### src/rtl/dct_coef_collector.sv
// dct_coef_collector: captures scaled and saturated MAC results into a 64-entry block
// buffer, one per ready_in rising edge at raster address {y,x}. Once all 64 distinct
// addresses are written, the block drains over a valid/ready stream.
// Optional build macro DCT_COEF_ZIGZAG_EN: when defined, the drain follows the 8x8
// zigzag scan. Otherwise the drain is in raster order.

// Scales one accumulator value: arithmetic shift, then clamp to the signed OUT_W range.
module dct_coef_scale #(
  parameter int ACC_W = 24,
  parameter int OUT_W = 16,
  parameter int SHIFT = 3
) (
  input  logic [ACC_W-1:0] acc,
  output logic [OUT_W-1:0] coef
);
  localparam logic signed [ACC_W-1:0] SAT_MAX = {{(ACC_W-OUT_W+1){1'b0}}, {(OUT_W-1){1'b1}}};
  localparam logic signed [ACC_W-1:0] SAT_MIN = {{(ACC_W-OUT_W+1){1'b1}}, {(OUT_W-1){1'b0}}};

  logic signed [ACC_W-1:0] shifted;

  // shift then saturate; in-range values keep only their low OUT_W bits
  always_comb begin
    shifted = $signed(acc) >>> SHIFT;
    if (shifted > SAT_MAX)      coef = {1'b0, {(OUT_W-1){1'b1}}};
    else if (shifted < SAT_MIN) coef = {1'b1, {(OUT_W-1){1'b0}}};
    else                        coef = shifted[OUT_W-1:0];
  end
endmodule

module dct_coef_collector #(
  parameter int ACC_W = 24,
  parameter int OUT_W = 16,
  parameter int SHIFT = 3
) (
  input  logic             clk,
  input  logic             rst_in,
  input  logic             ready_in,
  input  logic [2:0]       x_in,
  input  logic [2:0]       y_in,
  input  logic [ACC_W-1:0] acc_in,
  output logic             out_valid,
  input  logic             out_ready,
  output logic [OUT_W-1:0] out_data,
  output logic [5:0]       out_index,
  output logic             out_last,
  output logic             busy,
  output logic             overflow_err
);

`ifdef DCT_COEF_ZIGZAG_EN
  localparam logic [5:0] ZZ [64] = '{
    6'd0,  6'd1,  6'd8,  6'd16, 6'd9,  6'd2,  6'd3,  6'd10,
    6'd17, 6'd24, 6'd32, 6'd25, 6'd18, 6'd11, 6'd4,  6'd5,
    6'd12, 6'd19, 6'd26, 6'd33, 6'd40, 6'd48, 6'd41, 6'd34,
    6'd27, 6'd20, 6'd13, 6'd6,  6'd7,  6'd14, 6'd21, 6'd28,
    6'd35, 6'd42, 6'd49, 6'd56, 6'd57, 6'd50, 6'd43, 6'd36,
    6'd29, 6'd22, 6'd15, 6'd23, 6'd30, 6'd37, 6'd44, 6'd51,
    6'd58, 6'd59, 6'd52, 6'd45, 6'd38, 6'd31, 6'd39, 6'd46,
    6'd53, 6'd60, 6'd61, 6'd54, 6'd47, 6'd55, 6'd62, 6'd63};
`endif

  // drain position k -> raster address
  function automatic logic [5:0] order(input logic [5:0] idx);
`ifdef DCT_COEF_ZIGZAG_EN
    return ZZ[idx];
`else
    return idx;
`endif
  endfunction

  typedef enum logic {COLLECT, DRAIN} state_t;

  state_t           state;
  logic             ready_q;
  logic             cap;
  logic [63:0]      written;
  logic [6:0]       count;
  logic [5:0]       k;
  logic [5:0]       wr_addr;
  logic [OUT_W-1:0] scaled;
  logic             hs;
  logic [OUT_W-1:0] mem [64];

  assign cap     = ready_in & ~ready_q;
  assign wr_addr = {y_in, x_in};
  assign hs      = out_valid & out_ready;

  dct_coef_scale #(.ACC_W(ACC_W), .OUT_W(OUT_W), .SHIFT(SHIFT)) u_scale (
    .acc  (acc_in),
    .coef (scaled)
  );

  // The buffer is frozen during DRAIN, so reading it directly keeps out_data stable.
  // The value is forced to zero whenever nothing is offered.
  assign out_data = out_valid ? mem[out_index] : '0;

  // one-flop history so a strobe held high for several cycles captures only once
  always_ff @(posedge clk or negedge rst_in) begin
    if (!rst_in) ready_q <= 1'b0;
    else         ready_q <= ready_in;
  end

  // coefficient buffer: written only while collecting; rewriting an address is allowed
  always_ff @(posedge clk) begin
    if (cap && state == COLLECT) mem[wr_addr] <= scaled;
  end

  // collect/drain sequencing, bitmap and count, registered stream outputs
  always_ff @(posedge clk or negedge rst_in) begin
    if (!rst_in) begin
      state        <= COLLECT;
      written      <= '0;
      count        <= '0;
      k            <= '0;
      out_valid    <= 1'b0;
      out_index    <= '0;
      out_last     <= 1'b0;
      busy         <= 1'b0;
      overflow_err <= 1'b0;
    end else begin
      case (state)
        COLLECT: begin
          if (cap && !written[wr_addr]) begin
            written[wr_addr] <= 1'b1;
            count            <= count + 7'd1;
            if (count == 7'd63) begin
              state     <= DRAIN;
              busy      <= 1'b1;
              out_valid <= 1'b1;
              k         <= '0;
              out_index <= order(6'd0);
              out_last  <= 1'b0;
            end
          end
        end
        DRAIN: begin
          // strobes cannot be stored while the block is draining, including the last handshake cycle
          if (cap) overflow_err <= 1'b1;
          if (hs) begin
            if (k == 6'd63) begin
              state     <= COLLECT;
              k         <= '0;
              written   <= '0;
              count     <= '0;
              out_valid <= 1'b0;
              busy      <= 1'b0;
              out_index <= '0;
              out_last  <= 1'b0;
            end else begin
              k         <= k + 6'd1;
              out_index <= order(k + 6'd1);
              out_last  <= (k == 6'd62);
            end
          end
        end
        default: state <= COLLECT;
      endcase
    end
  end
endmodule

### config.mk
export PLATFORM = sky130hd
export DESIGN_NAME = dct_coef_collector
export DESIGN_NICKNAME = d
export VERILOG_FILES = /design/src/rtl/dct_coef_collector.sv
export SDC_FILE = /design/constraint.sdc
export NUM_CORES = 1
export LEC_CHECK = 0
export CAP_MARGIN = 5
export CORE_MARGIN = 10
export CORE_UTILIZATION = 50
export DETAILED_ROUTE_END_ITERATION = 12
export PLACE_DENSITY = 0.7
export SLEW_MARGIN = 25
export SYNTH_ARGS = -nofsm -noshare
export SYNTH_HDL_FRONTEND = slang
export SYNTH_SLANG_ARGS = --single-unit
export TNS_END_PERCENT = 20
### constraint.sdc
create_clock -name clk -period 3.55 [get_ports clk]
set_input_delay 0.5325 -clock clk [delete_from_list [all_inputs] [get_ports clk]]
set_output_delay 0.5325 -clock clk [all_outputs]
set_load 0.005 [all_outputs]
Yosys cells after proc, flatten, opt, wreduce, memory -nomap -nowiden
Memories as Yosys holds them, arrays and structs flattened.
Index checks and enable logic that the tools add are counted.

word-level totals
  bits in registers = 82
  memory bits (writable) = 1024
  bits of input ports = 34
  output and inout port bits = 26
  logic and storage cells = 72
  memories kept = 1

cells by class
  $add $sub $neg = 2
  magnitude comparators = 4
  equal/unequal tests = 7
  muxes and demuxes = 37
  bitwise logic cells = 5
  reductions and logical operators = 8

memories
  memory  depth  bits a word  rd ports  clocked after memory_dff  wr ports  line  source
  mem     64     16           1         0                         1         82    logic [OUT_W-1:0] mem [64];

operators by type and width
  operator                                                                            count
  64-bit 2-to-1 mux                                                                   3
  64-bit one-hot mux with 2 select lines                                              1
  64-bit bitwise OR                                                                   1
  16-bit 2-to-1 mux                                                                   3
  6-bit 2-to-1 mux                                                                    4
  21-bit by 16-bit greater-than comparator with 1-bit output (second input constant)  1
  21-bit by 16-bit < comparator with 1-bit output (second input constant)             1
  7-bit 2-to-1 mux                                                                    3
  1-bit 2-to-1 mux                                                                    16
  7-bit one-hot mux with 2 select lines                                               1
  6-bit == test (second input constant)                                               2
  6-bit one-hot mux with 2 select lines                                               1
  2-bit by 1-bit inequality test with 1-bit output (second input constant)            4
  7-bit by 1-bit adder with 7-bit output (second input constant)                      1
  7-bit by 6-bit == test with 1-bit output (second input constant)                    1
  6-bit by 7-bit < comparator with 1-bit output (second input constant)               1
  6-bit by 1-bit adder with 6-bit output (second input constant)                      1
  1-bit binary-select mux with 6-bit select                                           1
  1-bit demux with 6-bit select                                                       1
  6-bit by 1-bit >= comparator with 1-bit output (second input constant)              1
  1-bit one-hot mux with 2 select lines                                               3
  3-bit AND reduction                                                                 2
  4-bit AND reduction                                                                 1
  1-bit logical AND                                                                   3
  other kinds (4)                                                                     6

Logic depth before layout (Yosys ltp)
Gate-level depths: netlist of run 1.

  depth after elaboration = 7
  gate-level depth with buffers = 10
  depth with buffers taken out = 7

Hierarchy
A second synthesis of run 1 with hierarchy kept.

unflattened totals
  cells, all modules = 1911
  area, all modules = 43386.6 um^2

modules (own cells, without submodules)
  module              instances  cells an instance  area an instance (um^2)  sequential area each (um^2)
  dct_coef_collector  1          1887               43195.2                  32801.5
  dct_coef_scale      1          24                 191.4                    0.0

Worst setup path before layout of run 1
Ideal clock, no wire load.

  path kind = register -> output
  from = register out_index[0]
  to = output port out_data[10]
  arrival time = 2960 ps
  required time = 3017 ps
  path slack = 57 ps
  stages on the path, launching flop included = 8
  path buffers = 3
  path through = dfrtp_1 > clkbuf_1 > clkbuf_1 > buf_1 > mux4_2 > mux4_2 > mux4_2 > and2_1

between the ends
  longest elaborated chain between the ends = 2

ends and longest elaborated chain
  element                 line  source
  start, declared         44    output logic [5:0] out_index,
  start signal, assigned  131   out_index <= order(6'd0);
  start signal, assigned  151   out_index <= order(k + 6'd1);
  memory 64 x 16 bit      --
  16-bit 2-to-1 mux       95    assign out_data = out_valid ? mem[out_index] : '0;
  end, declared           43    output logic [OUT_W-1:0] out_data,

Every way passes these cells.

Worst setup path after layout of run 1
Same ends and word-level chain as after synthesis.

==> reports/qor.log, run 1 <==
[drt] amount of wire on met2 after detailed routing 48.4 mm
[critical_path] endpoint of the worst-slack reg-to-reg timing path mem[18][1]$_DFFE_PP_
[critical_path] startpoint-to-endpoint class of the critical path reg2out
[yosys] Mapped Nets 1939
[power] static leakage 16.7 nW
[run_status] violations in the final reports negative setup slack
[power] Power Density 643 nW/um2
[yosys] count of different cell masters after synthesis 51
[placed_design] number of buffers added on ports 56
[critical_path] R2R depth 4
[timing] Setup Skew 59.9 ps
[timing] crit path time final 4160 ps
[timing] final critical-path share of the clock period 117%
[run_status] outcome finished, violations left
[yosys] most area-consuming cells after synthesis sky130_fd_sc_hd__edfxtp_1 (71%), sky130_fd_sc_hd__mux4_2 (18%), sky130_fd_sc_hd__dfrtp_1 (4.8%)
[yosys] total of flip-flops plus latches after synthesis 1106
[timing] total negative slack for setup checks -9010 ps
[timing] Least-Margin Pin Slew 1060 ps
[timing] endpoints failing hold 0
[yosys] Post-synth EDFFs 1024
[global_routing] first-pass GRT wire length 147 mm
[finish] synthesis-to-finish area growth 18.2%
[run] MaxCap Viol Count 0
[critical_path] highest fanout seen on the critical path 6
[finish] Fill cells 5932
[yosys] Seq/Total Area, Yosys 76.1%
[drt] Via Count 21000
[critical_path] nature of the critical path endpoint output port
[die] row count 107
[global_routing] sum of overflow across all layers after global routing 0
[critical_path] data arrival at the endpoint of the critical path 3630 ps
[drt] routed wire length 100 mm
[yosys] library cell with the highest instance count after synthesis sky130_fd_sc_hd__edfxtp_1
[finish] area occupied by registers 32800 um2
[critical_path] required time at the endpoint of the critical path 3020 ps
[die] x dimension of the die 314 um
[die] Starting Density 50.5%
[worst_hold_path] startpoint of the tightest hold check path ready_in
[worst_hold_path] end point of the worst hold path ready_q$_DFF_PN0_
[drt] WL/cell 29.4 um
[critical_path] startpoint type of the worst setup path flip-flop
[yosys] netlist area before placement 43100 um2
[power] peak supply drop 433 uV
[timing] worst slew margin relative to its limit 29.0%
[critical_path] largest stage delay on the critical path 580 ps
[timing] count of final max-slew check failures 0
[finish] proportion of layout cells with a drive suffix above 1 34.0%
[critical_path] cell chain of the critical path buf_12 > buf_12 > buf_12 > buf_6 > mux4_2 > mux4_2 > mux4_2 > and2_4 > buf_6
[global_routing] vias in the first global route 21600
[yosys] Post-synth ARST share 7.41%
[worst_hold_path] HP Class in2reg
[yosys] top cells by instance count after synthesis sky130_fd_sc_hd__edfxtp_1 (1024), sky130_fd_sc_hd__mux4_2 (336), sky130_fd_sc_hd__nor2_1 (85)
[clock_tree] master cell of the clock root buffer sky130_fd_sc_hd__clkbuf_16
[die] area of the placeable core 85400 um2
[global_routing] total track usage 20.4%
[worst_hold_path] instance count along the most critical hold path 1
[clock_tree] Max Buffers Root-to-Sink 3
[drt] ANT nets after route 0
[placed_design] cell area after placement 46500 um2
[yosys] average footprint of a synthesized cell 22.7 um2
[drt] drc violations 0
[drt] first-pass iteration count of the detailed router 6
[global_routing] antenna violations before repair 7
[drt] number of violations reported at the end of detailed-routing iteration 0 2410
[finish] count of nets after finishing 2209
[clock_tree] clk_lat worst skew 700 ps
[yosys] area share of the largest cell type after synthesis 71.3%
[drt] highest metal layer with signal wires met5
[timing] post-route worst hold slack 399 ps
[yosys] largest area contributor in the netlist sky130_fd_sc_hd__edfxtp_1
[yosys] number of instances in the synthesized netlist 1902
[critical_path] crit path max-delay cell type sky130_fd_sc_hd__mux4_2
[clock_tree] CTS sink count 1106
[placed_design] GPL Wtd Cong 0.836
[placed_design] post-detail-place hpwl 59.1 mm
[yosys] flip-flop cell with the highest count after synthesis sky130_fd_sc_hd__edfxtp_1
[power] final total power 32.8 mW
[die] area of the die 98400 um2
[timing] count of endpoints failing setup in the final report 16
[finish] utilization after layout 59.6%
[drt] Routed met3 length 10.7 mm
[drt] met1 wire length 38.4 mm
[timing] upper clock frequency limit 240 MHz
[critical_path] FF-to-FF setup slack 790 ps
[clock_tree] H-tree Lvls 3
[timing] setup slack of the critical path after layout -609 ps
[clock_tree] Inserted Clock Buffers 110
[die] I/O pin count 60
[finish] post-route standard cell area excluding fillers 50900 um2
[finish] footprint of the multi-input gates 9960 um2
[timing] unrepaired setup endpoints after global routing true
[clock_tree] clock slew at the register clock pins of the worst setup and hold paths 60 ps
[yosys] yosys warns 0
[global_routing] pin count of the biggest net entering global routing 83
[drt] detailed-route vias per instance 6.15
[die] Die Height 314 um
[clock_tree] CTS tree yes
[critical_path] worst r2r src state$_DFF_PN0_
## cell families (layout without fill, tap and decap cells)
kind of cell | after synthesis | count (layout) | synth area share [%]
AND/OR/NAND/NOR | 179 | 179 | 2.01
multiplexers | 362 | 362 | 18.2
AO/OA/AOI/OAI | 134 | 134 | 2.45
flip-flops | 1106 | 1106 | 76.1
adder cells (fa/ha/maj) | 3 | 3 | 0.0871
other | 0 | 1 | 0
buffers and inverters | 115 | 477 | 1.15
XOR/XNOR | 3 | 3 | 0.0610
## report_power, final
part | total (mW) | switching [mW] | internal, mW
Clock | 11.6 | 4.86 | 6.75
Sequential | 14.5 | 0.145 | 14.4
Combinational | 6.67 | 3.23 | 3.44
## per-stage QoR
stage,setup slack (ps),std cells
6_report,-609,3409
3_5_place_dp,-227,3159
5_1_grt,-655,3408
3_3_place_gp,-184,3157
2_1_floorplan,57.3,1902
4_1_cts,-649,3405
## worst max-delay path by stage
| stage | slack [ps] | depth (start not counted) | end | from |
|---|---|---|---|---|
| CTS | -650 | 9 | out_data[3] | out_index[0]$_DFFE_PN0P_ |
| global route | -650 | 10 | out_data[11] | out_index[0]$_DFFE_PN0P_ |
| floorplan | 60 | 7 | out_data[10] | out_index[0]$_DFFE_PN0P_ |
| finish | -610 | 9 | out_data[10] | out_index[0]$_DFFE_PN0P_ |
| global placement | -180 | 7 | out_data[12] | out_index[0]$_DFFE_PN0P_ |
| detailed placement | -230 | 7 | out_data[13] | out_index[0]$_DFFE_PN0P_ |
## layout make-up
type	count	share of cell area, %
flip-flops and latches	1106	64.4
inverters	5	0.0368
diodes	1	0.00491
repair buffers	268	6.04
well taps	1144	2.81
multi-input cells	681	19.6
clock buffers	139	5.70
clock inverters	65	1.43
## metal layers
metal | GRT usage, % | vias to the layer above
met2 | 32.0 | 1022
met4 | 6.38 | 4
met1 | 27.5 | 11100
met5 | 0 | -
li1 | - | 8656
met3 | 6.02 | 156
## flip-flops by register name, indices dropped and copies added, names as in the netlist
signal        count
busy              1
count             7
mem            1024
out_index         6
out_last          1
overflow_err      1
ready_q           1
state             1
written          64
## worst max-delay path: cells and delay by family, from the launching register on
kind / cells / cell delay [ps]
buf+inv: 5 / 680
simple gates: 1 / 190
flops: 1 / 540
mux: 3 / 1560
## cell usage in the layout (no fill, tap or decap), types with 11 or more instances in the layout
cell / count
sky130_fd_sc_hd__edfxtp_1: 1024
sky130_fd_sc_hd__a22o_1: 65
sky130_fd_sc_hd__and2_4: 15
sky130_fd_sc_hd__dfrtp_1: 78
sky130_fd_sc_hd__o22ai_1: 12
sky130_fd_sc_hd__clkdlybuf4s50_1: 38
sky130_fd_sc_hd__clkbuf_16: 114
sky130_fd_sc_hd__clkinv_2: 22
sky130_fd_sc_hd__buf_16: 11
sky130_fd_sc_hd__clkinv_1: 21
sky130_fd_sc_hd__clkbuf_1: 27
sky130_fd_sc_hd__mux4_2: 336
sky130_fd_sc_hd__buf_6: 29
sky130_fd_sc_hd__nand2_1: 26
sky130_fd_sc_hd__bufinv_16: 13
sky130_fd_sc_hd__nor2_1: 85
sky130_fd_sc_hd__a21o_4: 13
sky130_fd_sc_hd__mux2i_1: 23
sky130_fd_sc_hd__buf_12: 44
sky130_fd_sc_hd__buf_4: 134
## repair_timing
| action | in CTS | in global routing |
|---|---|---|
| hold endpoints to repair | 0 | 82 |
| resized for setup | 111 | 20 |
| buffers inserted | 35 | 2 |
| cloned | 7 | 2 |
| setup endpoints to repair | 16 | 16 |
| hold buffers | 0 | 1 |
Power figures use the tool's default switching activity.
==> run 2, diff against run 1 <==
--- a/config.mk
+++ b/config.mk
@@ -6,7 +6,6 @@
 export NUM_CORES = 1
 export LEC_CHECK = 0
 export CAP_MARGIN = 5
-export CORE_MARGIN = 10
 export CORE_UTILIZATION = 50
 export DETAILED_ROUTE_END_ITERATION = 12
 export PLACE_DENSITY = 0.7
==> run 2 against run 1 <==
The run still ends with negative setup slack left. Sequential share of layout area increased by 0.52 points. Combinational power decreased by 6.7%. Cell count shrank 0.23%. Clock skew shrank 42 ps. Via count grew 0.46%. Critical path depth is 1 higher. Sequential power is essentially flat. Clock-buffer cell count is 3 higher. Register-to-register slack improved by 30 ps. Critical path type unchanged. Largest cell class unchanged.
==> reports/qor.log, run 2 (same netlist as run 1, synthesis figures left out) <==
[critical_path] cell chain of the critical path buf_12 > buf_8 > buf_12 > buf_8 > buf_4 > mux4_2 > mux4_2 > mux4_2 > and2_4 > buf_6
[die] Die Height 296 um [-5.7%]
[critical_path] crit path max-delay cell type sky130_fd_sc_hd__mux4_2
[drt] Via Count 21100 [+0.46%]
[timing] final critical-path share of the clock period 120% [+3.1 points]
[drt] detailed-route vias per instance 6.19 [+0.70%]
[finish] utilization after layout 59.3% [-0.38 points]
[drt] routed wire length 101 mm [+0.67%]
[clock_tree] Inserted Clock Buffers 107 [-2.7%]
[die] row count 107 [unchanged]
[die] area of the placeable core 85300 um2 [-0.16%]
[drt] WL/cell 29.7 um [+0.90%]
[run] MaxCap Viol Count 0 [unchanged]
[finish] footprint of the multi-input gates 9960 um2 [unchanged]
[power] final total power 32.1 mW [-2.0%]
[global_routing] sum of overflow across all layers after global routing 0 [unchanged]
[drt] drc violations 0 [unchanged]
[run_status] violations in the final reports negative setup slack
[power] Power Density 635 nW/um2 [-1.3%]
[timing] count of final max-slew check failures 0 [unchanged]
[power] peak supply drop 408 uV [-5.9%]
[clock_tree] CTS sink count 1106 [unchanged]
[timing] endpoints failing hold 0 [unchanged]
[placed_design] number of buffers added on ports 56 [unchanged]
[finish] most frequent standard cell in the layout excluding fill and tap cells sky130_fd_sc_hd__edfxtp_1
[timing] setup slack of the critical path after layout -721 ps [-112 ps]
[finish] Fill cells 5902 [-0.51%]
[critical_path] FF-to-FF setup slack 820 ps [+30 ps]
[placed_design] post-detail-place hpwl 57.5 mm [-2.6%]
[critical_path] most used cell along the critical path sky130_fd_sc_hd__mux4_2
[timing] upper clock frequency limit 234 MHz [-2.6%]
[drt] first-pass iteration count of the detailed router 5 [-1]
[critical_path] highest fanout seen on the critical path 6 [unchanged]
[finish] biggest registers after layout mem (1024), written (64), count (7)
[die] Starting Density 50.6% [+0.079 points]
[clock_tree] Max Buffers Root-to-Sink 3 [unchanged]
[global_routing] antenna violations before repair 5 [-2]
[finish] synthesis-to-finish area growth 17.2%
[power] static leakage 16.5 nW [-1.2%]
[critical_path] data arrival at the endpoint of the critical path 3740 ps [+110 ps]
[global_routing] first-pass GRT wire length 147 mm [+0.11%]
[finish] area occupied by registers 32800 um2 [unchanged]
[clock_tree] master cell of the clock root buffer sky130_fd_sc_hd__clkbuf_16
[timing] total negative slack for setup checks -9960 ps [-944 ps]
[clock_tree] H-tree Lvls 3 [unchanged]
[timing] worst slew margin relative to its limit 33.2% [+4.2 points]
[finish] count of nets after finishing 2203 [-0.27%]
[timing] count of endpoints failing setup in the final report 16 [unchanged]
[timing] post-route worst hold slack 359 ps [-39.3 ps]
[timing] Setup Skew 17.6 ps [-42.3 ps]
[global_routing] total track usage 23.8% [+3.4 points]
[run_status] outcome finished, violations left
[timing] Least-Margin Pin Slew 1000 ps [-62.9 ps]
[critical_path] largest stage delay on the critical path 590 ps [about the same]
[drt] ANT nets after route 0 [unchanged]
[placed_design] cell area after placement 46500 um2 [about the same]
[timing] unrepaired setup endpoints after global routing true
[global_routing] pin count of the biggest net entering global routing 83 [unchanged]
[clock_tree] clock slew at the register clock pins of the worst setup and hold paths 60 ps [about the same]
[die] I/O pin count 60 [unchanged]
[die] area of the die 87400 um2 [-11%]
[timing] crit path time final 4270 ps [+112 ps]
[critical_path] startpoint type of the worst setup path flip-flop
[global_routing] vias in the first global route 21800 [+1.0%]
[placed_design] GPL Wtd Cong 0.816 [-2.3%]
[drt] number of violations reported at the end of detailed-routing iteration 0 2583 [+7.2%]
[finish] largest register by flop count mem
[clock_tree] CTS tree yes
[finish] max FFs per register 1024 [unchanged]
[finish] post-route standard cell area excluding fillers 50500 um2 [-0.80%]
[critical_path] startpoint-to-endpoint class of the critical path reg2out
[critical_path] required time at the endpoint of the critical path 3020 ps [about the same]
[clock_tree] clk_lat worst skew 670 ps [-30 ps]
[critical_path] nature of the critical path endpoint output port
[finish] commonest non-fill, non-tap cells in the layout sky130_fd_sc_hd__edfxtp_1 (1024), sky130_fd_sc_hd__mux4_2 (336), sky130_fd_sc_hd__buf_4 (149)
[worst_hold_path] HP Class in2reg
[finish] proportion of layout cells with a drive suffix above 1 33.5% [-0.46 points]
[die] x dimension of the die 296 um [-5.7%]
[run 2: stage by stage]
step           setup slack [ps]  instances
6_report                   -721       3401
5_1_grt                    -742       3401
4_1_cts                    -677       3394
3_5_place_dp               -280       3166
3_3_place_gp               -254       3166
2_1_floorplan              57.3       1902
[run 2: metal layers]
metal  up-vias  share of wire [%]  GRT usage (%)
met5         -              0.053              0
met4         6                3.1           7.84
met3       186                9.8           5.64
met2      1065                 49           38.2
met1     11200                 38           32.2
li1       8643                  -              -
[run 2: path summary, 6_finish.rpt]
| check | from | to | cells past startpoint |
|---|---|---|---|
| worst max-delay path | out_index[0]$_DFFE_PN0P_ | out_data[13] | 10 |
| worst min-delay path | ready_in | ready_q$_DFF_PN0_ | 1 |
| worst max register to register | state$_DFF_PN0_ | mem[46][6]$_DFFE_PP_ | 4 |
| worst min register to register | overflow_err$_DFFE_PN0P_ | overflow_err$_DFFE_PN0P_ | 1 |
| max in group asynchronous | rst_in | out_index[0]$_DFFE_PN0P_ | 2 |
| min in group asynchronous | rst_in | written[17]$_DFFE_PN0P_ | 2 |
[run 2: layout make-up]
type	instances	area share (%)
diodes	1	0.00495
well taps	1144	2.83
inverters	5	0.0371
clock buffers	142	5.68
clock inverters	57	1.27
repair buffers	265	5.52
flip-flops and latches	1106	64.9
multi-input cells	681	19.7
[run 2: timing repair]
item                                    in CTS  in global routing
resized for setup                           86                  3
hold buffers                                 0                  1
pin swaps                                    0                  0
hold endpoints to repair                     0                 82
buffers inserted                            27                  5
cloned                                       3                  0
endpoints found under the setup margin      16                 16
[run 2: critical path: cells and delay by family (launching register included)]
kind                   cells  cell delay (ps)
and+or+nand+nor            1              180
muxes                      3             1590
buffers and inverters      6              790
DFF                        1              500
[run 2: power by group]
part	switching [mW]	internal [mW]
clock	4.74	6.64
combinational	3.03	3.18
sequential	0.160	14.4
==> run 3, diff against run 2 <==
--- a/config.mk
+++ b/config.mk
@@ -7,7 +7,9 @@
 export LEC_CHECK = 0
 export CAP_MARGIN = 5
 export CORE_UTILIZATION = 50
+export CTS_BUF_LIST = sky130_fd_sc_hd__clkbuf_4 sky130_fd_sc_hd__clkbuf_8
 export DETAILED_ROUTE_END_ITERATION = 12
+export DONT_BUFFER_PORTS = 1
 export PLACE_DENSITY = 0.7
 export SLEW_MARGIN = 25
 export SYNTH_ARGS = -nofsm -noshare
==> run 3 against run 2 <==
The flow still finishes with violations (negative setup slack). Core utilization decreased by 1.2 points. Sequential cell count unchanged. Clock skew increased by 20 ps. Via count decreased by 0.22%. Clock power decreased by 7%. Critical endpoint is now out_data[11]. Largest power group unchanged. Highest routed layer is now met4.
==> reports/qor.log, run 3 (same netlist as run 1, synthesis figures left out) <==
[die] area of the placeable core 85300 um2 [unchanged]
[drt] WL/cell 29.2 um [-1.6%]
[clock_tree] CTS sink count 1106 [unchanged]
[global_routing] met3 capacity usage during global routing 6.29% [+0.64 points]
[global_routing] first-pass GRT wire length 146 mm [-1.1%]
[critical_path] worst r2r src written[9]$_DFFE_PN0P_
[global_routing] total track usage 23.6% [-0.14 points]
[timing] final critical-path share of the clock period 117% [-3.3 points]
[finish] count of nets after finishing 2161 [-1.9%]
[clock_tree] CTS tree yes
[die] x dimension of the die 296 um [unchanged]
[worst_hold_path] HP Class in2reg
[finish] largest register by flop count mem
[finish] utilization after layout 58.1% [-1.2 points]
[clock_tree] clk_lat worst skew 820 ps [+150 ps]
[critical_path] required time at the endpoint of the critical path 3020 ps [about the same]
[global_routing] routing usage on met2 37.1% [-1.1 points]
[die] Die Height 296 um [unchanged]
[run_status] violations in the final reports negative setup slack
[global_routing] sum of overflow across all layers after global routing 0 [unchanged]
[die] row count 107 [unchanged]
[timing] setup slack of the critical path after layout -603 ps [+118 ps]
[drt] first-pass iteration count of the detailed router 5 [unchanged]
[timing] Setup Skew 37.1 ps [+19.5 ps]
[critical_path] data arrival at the endpoint of the critical path 3620 ps [-120 ps]
[run_status] outcome finished, violations left
[global_routing] vias in the first global route 21700 [-0.24%]
[die] area of the die 87400 um2 [unchanged]
[global_routing] pin count of the biggest net entering global routing 83 [unchanged]
[worst_hold_path] startpoint of the tightest hold check path out_ready
[global_routing] layer with the highest usage met2
[critical_path] highest fanout seen on the critical path 8 [+2]
[critical_path] endpoint of the worst-slack reg-to-reg timing path out_last$_DFFE_PN0P_
[drt] Via Count 21000 [-0.22%]
[critical_path] R2R depth 7 [+3]
[timing] total negative slack for setup checks -8950 ps [+1010 ps]
[drt] number of violations reported at the end of detailed-routing iteration 0 2436 [-5.7%]
[power] Power Density 624 nW/um2 [-1.8%]
[finish] biggest registers after layout mem (1024), written (64), count (7)
[placed_design] number of buffers added on ports 0 [-100%]
[timing] Least-Margin Pin Slew 832 ps [-170 ps]
[clock_tree] clock slew at the register clock pins of the worst setup and hold paths 60 ps [about the same]
[placed_design] post-detail-place hpwl 55.8 mm [-2.9%]
[timing] worst slew margin relative to its limit 44.3% [+11 points]
[clock_tree] Max Buffers Root-to-Sink 3 [unchanged]
[worst_hold_path] end point of the worst hold path state$_DFF_PN0_
[drt] detailed-route vias per instance 6.16 [-0.42%]
[global_routing] met1 routing resource usage after global routing 32.9% [+0.64 points]
[power] static leakage 16.1 nW [-2.4%]
[critical_path] FF-to-FF setup slack 780 ps [-40 ps]
[timing] count of final max-slew check failures 0 [unchanged]
[timing] count of endpoints failing setup in the final report 16 [unchanged]
[worst_hold_path] instance count along the most critical hold path 3 [+2]
[drt] drc violations 0 [unchanged]
[global_routing] antenna violations before repair 3 [-2]
[run] MaxCap Viol Count 0 [unchanged]
[drt] routed wire length 99.5 mm [-1.4%]
[finish] max FFs per register 1024 [unchanged]
[finish] synthesis-to-finish area growth 14.9%
[timing] crit path time final 4150 ps [-118 ps]
[clock_tree] master cell of the clock root buffer sky130_fd_sc_hd__clkbuf_8
[timing] endpoints failing hold 0 [unchanged]
[placed_design] GPL Wtd Cong 0.804 [-1.5%]
[timing] unrepaired setup endpoints after global routing true
[timing] upper clock frequency limit 241 MHz [+2.8%]
[critical_path] startpoint type of the worst setup path flip-flop
[finish] most frequent standard cell in the layout excluding fill and tap cells sky130_fd_sc_hd__edfxtp_1
[clock_tree] H-tree Lvls 4 [+1]
[critical_path] startpoint-to-endpoint class of the critical path reg2out
[clock_tree] Inserted Clock Buffers 169 [+58%]
[power] peak supply drop 453 uV [+11%]
[critical_path] nature of the critical path endpoint output port
[finish] commonest non-fill, non-tap cells in the layout sky130_fd_sc_hd__edfxtp_1 (1024), sky130_fd_sc_hd__mux4_2 (336), sky130_fd_sc_hd__clkbuf_8 (172)
[die] I/O pin count 60 [unchanged]
[die] Starting Density 50.6% [unchanged]
[finish] proportion of layout cells with a drive suffix above 1 36.9% [+3.4 points]
[power] final total power 30.9 mW [-3.7%]
[drt] ANT nets after route 0 [unchanged]
run 3: cell types whose count changed in the layout (fill, tap and decap cells not counted), moves of 13 or more:
| cell | change |
|---|---|
| sky130_fd_sc_hd__clkbuf_8 | +172 |
| sky130_fd_sc_hd__clkbuf_16 | -108 |
| sky130_fd_sc_hd__clkbuf_4 | +61 |
| sky130_fd_sc_hd__buf_4 | -38 |
| sky130_fd_sc_hd__clkdlybuf4s50_1 | -38 |
| sky130_fd_sc_hd__clkbuf_1 | -32 |
| sky130_fd_sc_hd__clkinv_1 | +20 |
| sky130_fd_sc_hd__nor2_1 | -15 |
| sky130_fd_sc_hd__nor2_2 | +15 |
| sky130_fd_sc_hd__buf_12 | -13 |
run 3: worst max path at each step:
stage / from / endpoint / cells past startpoint / slack [ps]
global placement: out_index[0]$_DFFE_PN0P_ / out_data[14] / 6 / 120
floorplan: out_index[0]$_DFFE_PN0P_ / out_data[10] / 7 / 60
finish: out_index[0]$_DFFE_PN0P_ / out_data[11] / 7 / -600
CTS: out_index[0]$_DFFE_PN0P_ / out_data[11] / 7 / -660
detailed placement: out_index[0]$_DFFE_PN0P_ / out_data[14] / 6 / 120
global route: out_index[0]$_DFFE_PN0P_ / out_data[5] / 7 / -690
run 3: layout make-up:
| cell class | count | area [um2] |
|---|---|---|
| multi-input combinational | 681 | 10000 |
| fill | 6005 | 35800 |
| antenna | 6 | 15.0 |
| sequential | 1106 | 32800 |
| timing repair buffer | 161 | 1830 |
| inverter | 5 | 18.8 |
| clock inverter | 73 | 584 |
| clock buffer | 232 | 2820 |
| tap | 1144 | 1430 |
run 3: routing by layer:
metal / share of wire, % / wire, um / vias up
met1: 40 / 39400 / 11300
met4: 2.0 / 1960 / 0
met3: 9.7 / 9650 / 148
met2: 49 / 48600 / 997
met5: 0 / 0 / -
li1: - / - / 8570
run 3: what timing repair did:
action / CTS / global route
setup endpoints to repair: 16 / 16
gates cloned: 4 / 2
hold endpoints to repair: 163 / 0
hold buffers: 6 / 0
resized for setup: 21 / 18
buffers inserted: 15 / 2
run 3: metrics by stage:
step	instance area, um2	hold slack, ps	worst slack (ps)	instances
floorplan	43100	237	57.3	1902
global placement	45500	239	122	3070
detailed placement	45600	239	117	3070
CTS	49400	17.1	-663	3400
global route	49500	60.9	-690	3404
finish	49500	74.3	-603	3408
run 3: power breakdown:
part / internal (mW) / leakage, nW / total [mW] / switching [mW]
Clock: 5.70 / 1.80 / 10.6 / 4.90
Combinational: 2.91 / 4.05 / 5.80 / 2.89
Sequential: 14.4 / 10.2 / 14.5 / 0.146
Total: 23.0 / 16.1 / 30.9 / 7.94
run 3: worst max-delay path, cell delays in order (launching register included):
cell and delay [ps]:
sky130_fd_sc_hd__dfrtp_4 440, sky130_fd_sc_hd__buf_12 160, sky130_fd_sc_hd__buf_16 160, sky130_fd_sc_hd__buf_12 140, sky130_fd_sc_hd__mux4_2 520, sky130_fd_sc_hd__mux4_2 590
sky130_fd_sc_hd__mux4_2 560, sky130_fd_sc_hd__and2_4 190
